$ cat src/rtl/mips_pkg.sv
// Shared encodings for the multicycle MIPS control path: FSM states,
// opcode/funct values and every datapath mux select code.
package mips_pkg;

  typedef enum logic [3:0] {
    S_RESET,
    S_FETCH,
    S_DECODE,
    S_EXEC_R,
    S_EXEC_I,
    S_MEM_ADDR,
    S_MEM_RD,
    S_MEM_WR,
    S_WB_ALU,
    S_WB_MEM,
    S_BRANCH,
    S_JUMP
  } state_e;

  // Instruction class handed to the ALU decoder
  typedef enum logic [1:0] {
    ACLS_ADD,
    ACLS_SUB,
    ACLS_OR,
    ACLS_FUNCT
  } alu_class_e;

  localparam logic [5:0] OP_RTYPE = 6'b000000;
  localparam logic [5:0] OP_LW    = 6'b100011;
  localparam logic [5:0] OP_SW    = 6'b101011;
  localparam logic [5:0] OP_ADDI  = 6'b001000;
  localparam logic [5:0] OP_ORI   = 6'b001101;
  localparam logic [5:0] OP_LUI   = 6'b001111;
  localparam logic [5:0] OP_BEQ   = 6'b000100;
  localparam logic [5:0] OP_BNE   = 6'b000101;
  localparam logic [5:0] OP_J     = 6'b000010;
  localparam logic [5:0] OP_JAL   = 6'b000011;

  localparam logic [5:0] FN_ADD = 6'b100000;
  localparam logic [5:0] FN_SUB = 6'b100010;
  localparam logic [5:0] FN_AND = 6'b100100;
  localparam logic [5:0] FN_OR  = 6'b100101;
  localparam logic [5:0] FN_SLT = 6'b101010;
  localparam logic [5:0] FN_JR  = 6'b001000;

  localparam logic [1:0] PC_PLUS4  = 2'b00;
  localparam logic [1:0] PC_BRANCH = 2'b01;
  localparam logic [1:0] PC_JUMP   = 2'b10;
  localparam logic [1:0] PC_RS     = 2'b11;

  localparam logic [1:0] WD_ALU = 2'b00;
  localparam logic [1:0] WD_MEM = 2'b01;
  localparam logic [1:0] WD_PC4 = 2'b10;
  localparam logic [1:0] WD_LUI = 2'b11;

  localparam logic [1:0] WA_RT = 2'b00;
  localparam logic [1:0] WA_RD = 2'b01;
  localparam logic [1:0] WA_RA = 2'b10;

  localparam logic [1:0] SRCB_RT   = 2'b00;
  localparam logic [1:0] SRCB_SIMM = 2'b01;
  localparam logic [1:0] SRCB_ZIMM = 2'b10;

  localparam logic [2:0] ALU_AND = 3'b000;
  localparam logic [2:0] ALU_OR  = 3'b001;
  localparam logic [2:0] ALU_ADD = 3'b010;
  localparam logic [2:0] ALU_SUB = 3'b110;
  localparam logic [2:0] ALU_SLT = 3'b111;

  // State entered after DECODE; FETCH means the instruction is unsupported
  function automatic state_e decode_target(input logic [5:0] op, input logic [5:0] fn);
    state_e nxt;
    nxt = S_FETCH;
    case (op)
      OP_RTYPE: begin
        case (fn)
          FN_ADD, FN_SUB, FN_AND, FN_OR, FN_SLT: nxt = S_EXEC_R;
          FN_JR:                                 nxt = S_JUMP;
          default:                               nxt = S_FETCH;
        endcase
      end
      OP_LW, OP_SW:            nxt = S_MEM_ADDR;
      OP_ADDI, OP_ORI, OP_LUI: nxt = S_EXEC_I;
      OP_BEQ, OP_BNE:          nxt = S_BRANCH;
      OP_J, OP_JAL:            nxt = S_JUMP;
      default:                 nxt = S_FETCH;
    endcase
    return nxt;
  endfunction

endpackage

$ cat src/rtl/mips_alu_dec.sv
// ALU operation decoder: instruction class plus funct field -> alu_ctrl.
module mips_alu_dec
  import mips_pkg::*;
(
  input  logic [5:0]  funct,
  input  alu_class_e  alu_class,
  output logic [2:0]  alu_ctrl
);

  // Pure lookup; unknown functs fall back to add
  always_comb begin
    // NOTE: assign a default before any branch so every path drives the output and no latch is inferred.
    alu_ctrl = ALU_ADD;
    case (alu_class)
      ACLS_ADD: alu_ctrl = ALU_ADD;
      ACLS_SUB: alu_ctrl = ALU_SUB;
      ACLS_OR:  alu_ctrl = ALU_OR;
      ACLS_FUNCT: begin
        case (funct)
          FN_ADD:  alu_ctrl = ALU_ADD;
          FN_SUB:  alu_ctrl = ALU_SUB;
          FN_AND:  alu_ctrl = ALU_AND;
          FN_OR:   alu_ctrl = ALU_OR;
          FN_SLT:  alu_ctrl = ALU_SLT;
          default: alu_ctrl = ALU_ADD;
        endcase
      end
      default: alu_ctrl = ALU_ADD;
    endcase
  end

endmodule

$ cat src/rtl/mips_multicycle_ctrl.sv
// Multicycle MIPS control FSM: sequences fetch/decode/execute/memory/
// writeback and drives all datapath selects and the memory req/ack port.
// Outputs are decoded combinationally from the state register because
// several of them are Mealy terms (mem_ack in FETCH, zero in BRANCH) and
// all must fall to zero the instant rst_n is asserted.
module mips_multicycle_ctrl
  import mips_pkg::*;
(
  input  logic       clk,
  input  logic       rst_n,
  input  logic [5:0] opcode,
  input  logic [5:0] funct,
  input  logic       zero,
  input  logic       mem_ack,
  output logic       mem_req,
  output logic       mem_we,
  output logic       ir_we,
  output logic       pc_we,
  output logic [1:0] pc_sel,
  output logic       reg_we,
  output logic [1:0] wd_sel,
  output logic [1:0] wa_sel,
  output logic [1:0] alu_src_b,
  output logic [2:0] alu_ctrl,
  output logic       illegal
);

  state_e     state_q;
  alu_class_e alu_class;
  logic [2:0] alu_ctrl_dec;

  mips_alu_dec u_alu_dec (
    .funct     (funct),
    .alu_class (alu_class),
    .alu_ctrl  (alu_ctrl_dec)
  );

  // State register and transitions; memory states hold until mem_ack
  always_ff @(posedge clk or negedge rst_n) begin
    // NOTE: sequential state uses non-blocking assignments so every flop samples pre-edge values.
    if (!rst_n) begin
      state_q <= S_RESET;
    end else begin
      case (state_q)
        S_RESET:            state_q <= S_FETCH;
        S_FETCH:            if (mem_ack) state_q <= S_DECODE;
        S_DECODE:           state_q <= decode_target(opcode, funct);
        S_EXEC_R, S_EXEC_I: state_q <= S_WB_ALU;
        S_MEM_ADDR:         state_q <= (opcode == OP_SW) ? S_MEM_WR : S_MEM_RD;
        S_MEM_RD:           if (mem_ack) state_q <= S_WB_MEM;
        S_MEM_WR:           if (mem_ack) state_q <= S_FETCH;
        default:            state_q <= S_FETCH;
      endcase
    end
  end

  // Output decode; RESET drives everything, alu_ctrl included, to zero
  always_comb begin
    mem_req   = 1'b0;
    mem_we    = 1'b0;
    ir_we     = 1'b0;
    pc_we     = 1'b0;
    pc_sel    = PC_PLUS4;
    reg_we    = 1'b0;
    wd_sel    = WD_ALU;
    wa_sel    = WA_RT;
    alu_src_b = SRCB_RT;
    alu_class = ACLS_ADD;
    illegal   = 1'b0;
    alu_ctrl  = alu_ctrl_dec;
    case (state_q)
      S_RESET: alu_ctrl = 3'b000;
      S_FETCH: begin
        mem_req = 1'b1;
        if (mem_ack) begin
          ir_we = 1'b1;
          pc_we = 1'b1;
        end
      end
      S_DECODE: illegal = (decode_target(opcode, funct) == S_FETCH);
      S_EXEC_R: alu_class = ACLS_FUNCT;
      S_EXEC_I: begin
        if (opcode == OP_ADDI) begin
          alu_src_b = SRCB_SIMM;
        end else if (opcode == OP_ORI) begin
          alu_src_b = SRCB_ZIMM;
          alu_class = ACLS_OR;
        end
      end
      S_WB_ALU: begin
        reg_we = 1'b1;
        if (opcode == OP_RTYPE) wa_sel = WA_RD;
        if (opcode == OP_LUI)   wd_sel = WD_LUI;
      end
      S_MEM_ADDR: alu_src_b = SRCB_SIMM;
      S_MEM_RD:   mem_req = 1'b1;
      S_MEM_WR: begin
        mem_req = 1'b1;
        mem_we  = 1'b1;
      end
      S_WB_MEM: begin
        reg_we = 1'b1;
        wd_sel = WD_MEM;
      end
      S_BRANCH: begin
        alu_class = ACLS_SUB;
        pc_sel    = PC_BRANCH;
        pc_we     = (opcode == OP_BNE) ? ~zero : zero;
      end
      S_JUMP: begin
        pc_we  = 1'b1;
        pc_sel = (opcode == OP_RTYPE) ? PC_RS : PC_JUMP;
        if (opcode == OP_JAL) begin
          reg_we = 1'b1;
          wa_sel = WA_RA;
          wd_sel = WD_PC4;
        end
      end
      default: ;
    endcase
  end

endmodule

$ cat config.mk
export PLATFORM = sky130hd
export DESIGN_NAME = mips_multicycle_ctrl
export DESIGN_NICKNAME = d
export VERILOG_FILES = /design/src/rtl/mips_pkg.sv /design/src/rtl/mips_alu_dec.sv /design/src/rtl/mips_multicycle_ctrl.sv
export SDC_FILE = /design/constraint.sdc
export NUM_CORES = 1
export LEC_CHECK = 0
export CORE_ASPECT_RATIO = 1.25
export CORE_MARGIN = 8
export CORE_UTILIZATION = 43
export DETAILED_ROUTE_END_ITERATION = 6
export GPL_TIMING_DRIVEN = 1
export MAX_ROUTING_LAYER = met4
export PLACE_DENSITY = 0.8
export SLEW_MARGIN = 10
export SYNTH_ARGS = -nofsm -noshare
export SYNTH_HDL_FRONTEND = slang
export SYNTH_SLANG_ARGS = --single-unit
$ cat constraint.sdc
create_clock -name clk -period 2.8 [get_ports clk]
set_clock_uncertainty 0.05 [all_clocks]
set_input_delay 0.56 -clock clk [delete_from_list [all_inputs] [get_ports clk]]
set_output_delay 0.56 -clock clk [all_outputs]
set_load 0.02 [all_outputs]
==> metrics.txt <==
mean routed wirelength per cell=15.28 um; Boundary Pins=33; Routed WL=2765 um; largest net degree at the start of global routing=13; count of flip-flops with a built-in enable after synthesis=0; 1st-pass router iterations=4; Worst EP arrival=2170 ps; Worst Setup End Kind=output pin; Final Core Density=0.7933; area of the die=3205 um2; Worst Path Required=2190 ps; vias per inst=5.696; fillcell total=115; Final Instance Count excl. Fillers=181; slew at the pin with the worst max-slew slack=330.5 ps; area added between synthesis and finish=75.22%; Final Worst Setup Slack=19.42 ps; dominant synthesized flop cell=dfrtp_1; core area=1562 um2; TritonCTS clock tree=done; clock slew at the register clock pins of the worst setup and hold paths=40 ps; critical setup path kind=input port to output pin; total CTS buffers=3; CTS H-tree depth=1; number of warnings issued by yosys=0; GPL Wtd Cong=0.9160; half-perimeter wire length of the detailed placement result=2171 um; antenna violations before repair=0; vias in the first global route=991; ratio of cells with drive above 1 in the final layout=0.2883; final hold vios=0; DR vias=1031; storage element area=100.1 um2; clk_lat worst skew=240 ps; remaining global-route overflow=0; register bank with the most flops=state_q; pre-CTS worst setup slack=-348.8 ps; Inserted Diodes=0; CTS Root Buffer Type=clkbuf_4; flip-flop count of the largest register after layout=4; static leakage=0.5496 nW; post-synthesis async set-or-reset flop share=1.000; effective utilization at floorplan=0.4527; count of port buffers added during placement=32; Total Negative Setup Slacks=0 ps; Initial DRC Count=43; wire length of the first global-routing pass=4291 um; post-synthesis cell area=706.9 um2; average size of a mapped cell=6.486 um2; final worst path period share=0.9931; area occupied by multi-input gates=600.6 um2; remaining design rule violation count=0; crit path time final=2781 ps; hold-fix buffer count after cts=0; Post-Place Cells=178; count of mapped cells out of synthesis=109; worst rel slew slack=0.7797; Max-cap violations=0; number of pins exceeding their max-slew limit in the final report=0; RSZ-0062 raised after global routing=true; critical path fanouts, max=3; pwr/cell area=594.0 nW/um2; Synth Net Count=125; registers with the highest flip-flop counts=state_q (4); # setup viols final=0; total of flip-flops plus latches after synthesis=4; number of nets with antenna violations after routing=0; Die Wd=52.27 um; maximum clock path buffer count=2; type of the tightest min-delay check=input port to async pin; CTS sink count=4; sequential area share after synthesis=0.1416; library cells used by synthesis=38; type of origin of the critical path=input port; Rows=16; NumNets Final=181; Max Clock Freq=359.6 MHz; Global Route Usage Sum=0.1744; Die Y=61.33 um; outcome=finished clean; peak ir drop on the vdd network=323.8 uV
-- worst paths after layout --
kind                            depth (start not counted)                     end  slack (ps)                    from
worst max register to register                          5  state_q[0]$_DFFE_PN0P_        1170  state_q[1]$_DFFE_PN0P_
max in group asynchronous                               1  state_q[3]$_DFFE_PN0P_        2090                   rst_n
worst min register to register                          1  state_q[1]$_DFFE_PN0P_         680  state_q[3]$_DFFE_PN0P_
worst max-delay path                                    7             alu_ctrl[1]          20               opcode[3]
worst min-delay path                                    1  state_q[2]$_DFFE_PN0P_         460                   rst_n
min in group clk                                        1  state_q[1]$_DFFE_PN0P_         680  state_q[3]$_DFFE_PN0P_
-- critical path, stage by stage --
cell and delay, ps:
clkdlybuf4s50_1 490, or3b_1 410, nor3_2 180, nand2_1 100, o21ai_1 110, nand2b_1 70
clkdlybuf4s15_2 250
-- layout by cell type (no fill, tap or decap), types with 3 or more instances in the layout --
cell type         n
or3_1             4
nor2_1           16
clkbuf_4          3
nand2b_1          5
o21ai_1           3
nor3_1            4
dlygate4sd2_1     6
dfrtp_1           4
a21oi_1           7
nand2_1          17
clkdlybuf4s50_1  17
clkbuf_2          3
clkdlybuf4s15_2   3
inv_1             3
nor3_2            4
buf_4            25
a31oi_1           4
-- layer usage --
metal  up-vias  wire, um  track usage
met4         0        16      0.05926
met2        47      1542       0.3351
met3         2       130      0.01691
met1       472      1076       0.1783
met5         -         0            -
li1        510         -            -
-- power breakdown --
part / internal, mW / switching (mW)
registers: 0.0793 / 0.0455
logic: 0.241 / 0.292
clock network: 0.0483 / 0.0294
-- cell type report --
class / count / area share
multi-input cells: 96 / 0.4848
flip-flops and latches: 4 / 0.08081
clock buffers: 3 / 0.01818
repair buffers: 57 / 0.3889
inverters: 3 / 0.009091
well taps: 18 / 0.01818
-- kinds of logic (layout without fill, tap and decap cells) --
logic type / count (synthesis) / count (layout) / synth area share
simple gates: 65 / 65 / 0.4920
compound gates: 28 / 28 / 0.2602
buf+inv: 9 / 63 / 0.06726
flops: 4 / 4 / 0.1416
xor+xnor: 2 / 2 / 0.02478
mux: 1 / 1 / 0.01416
-- cell usage after synthesis (3+ instances only) --
library cell / count / area share
dfrtp_1: 4 / 0.14
o21ai_1: 3 / 0.021
nand2_1: 17 / 0.090
nor4b_1: 3 / 0.037
nand2b_1: 5 / 0.044
inv_1: 3 / 0.016
a31oi_1: 4 / 0.035
or3_1: 4 / 0.035
a21oi_1: 8 / 0.057
nor3_1: 6 / 0.042
nor2_1: 16 / 0.085
-- what timing repair did --
action                     4_1_cts  5_1_grt
setup endpoints to repair       13        9
gates resized for setup         28       15
buffers inserted                 0        0
-- per-stage QoR --
step | hold WS, ps | cell area [um2] | power (mW)
after CTS | 458.7 | 1224 | 0.7241
after global placement | 651.7 | 1201 | 0.6518
after detailed placement | 662.1 | 1201 | 0.6613
after global routing | 467.9 | 1239 | 0.7856
after floorplan | 214.4 | 706.9 | 0.4102
final | 458.2 | 1239 | 0.7358
No activity file was read; power rests on OpenSTA's default activity.
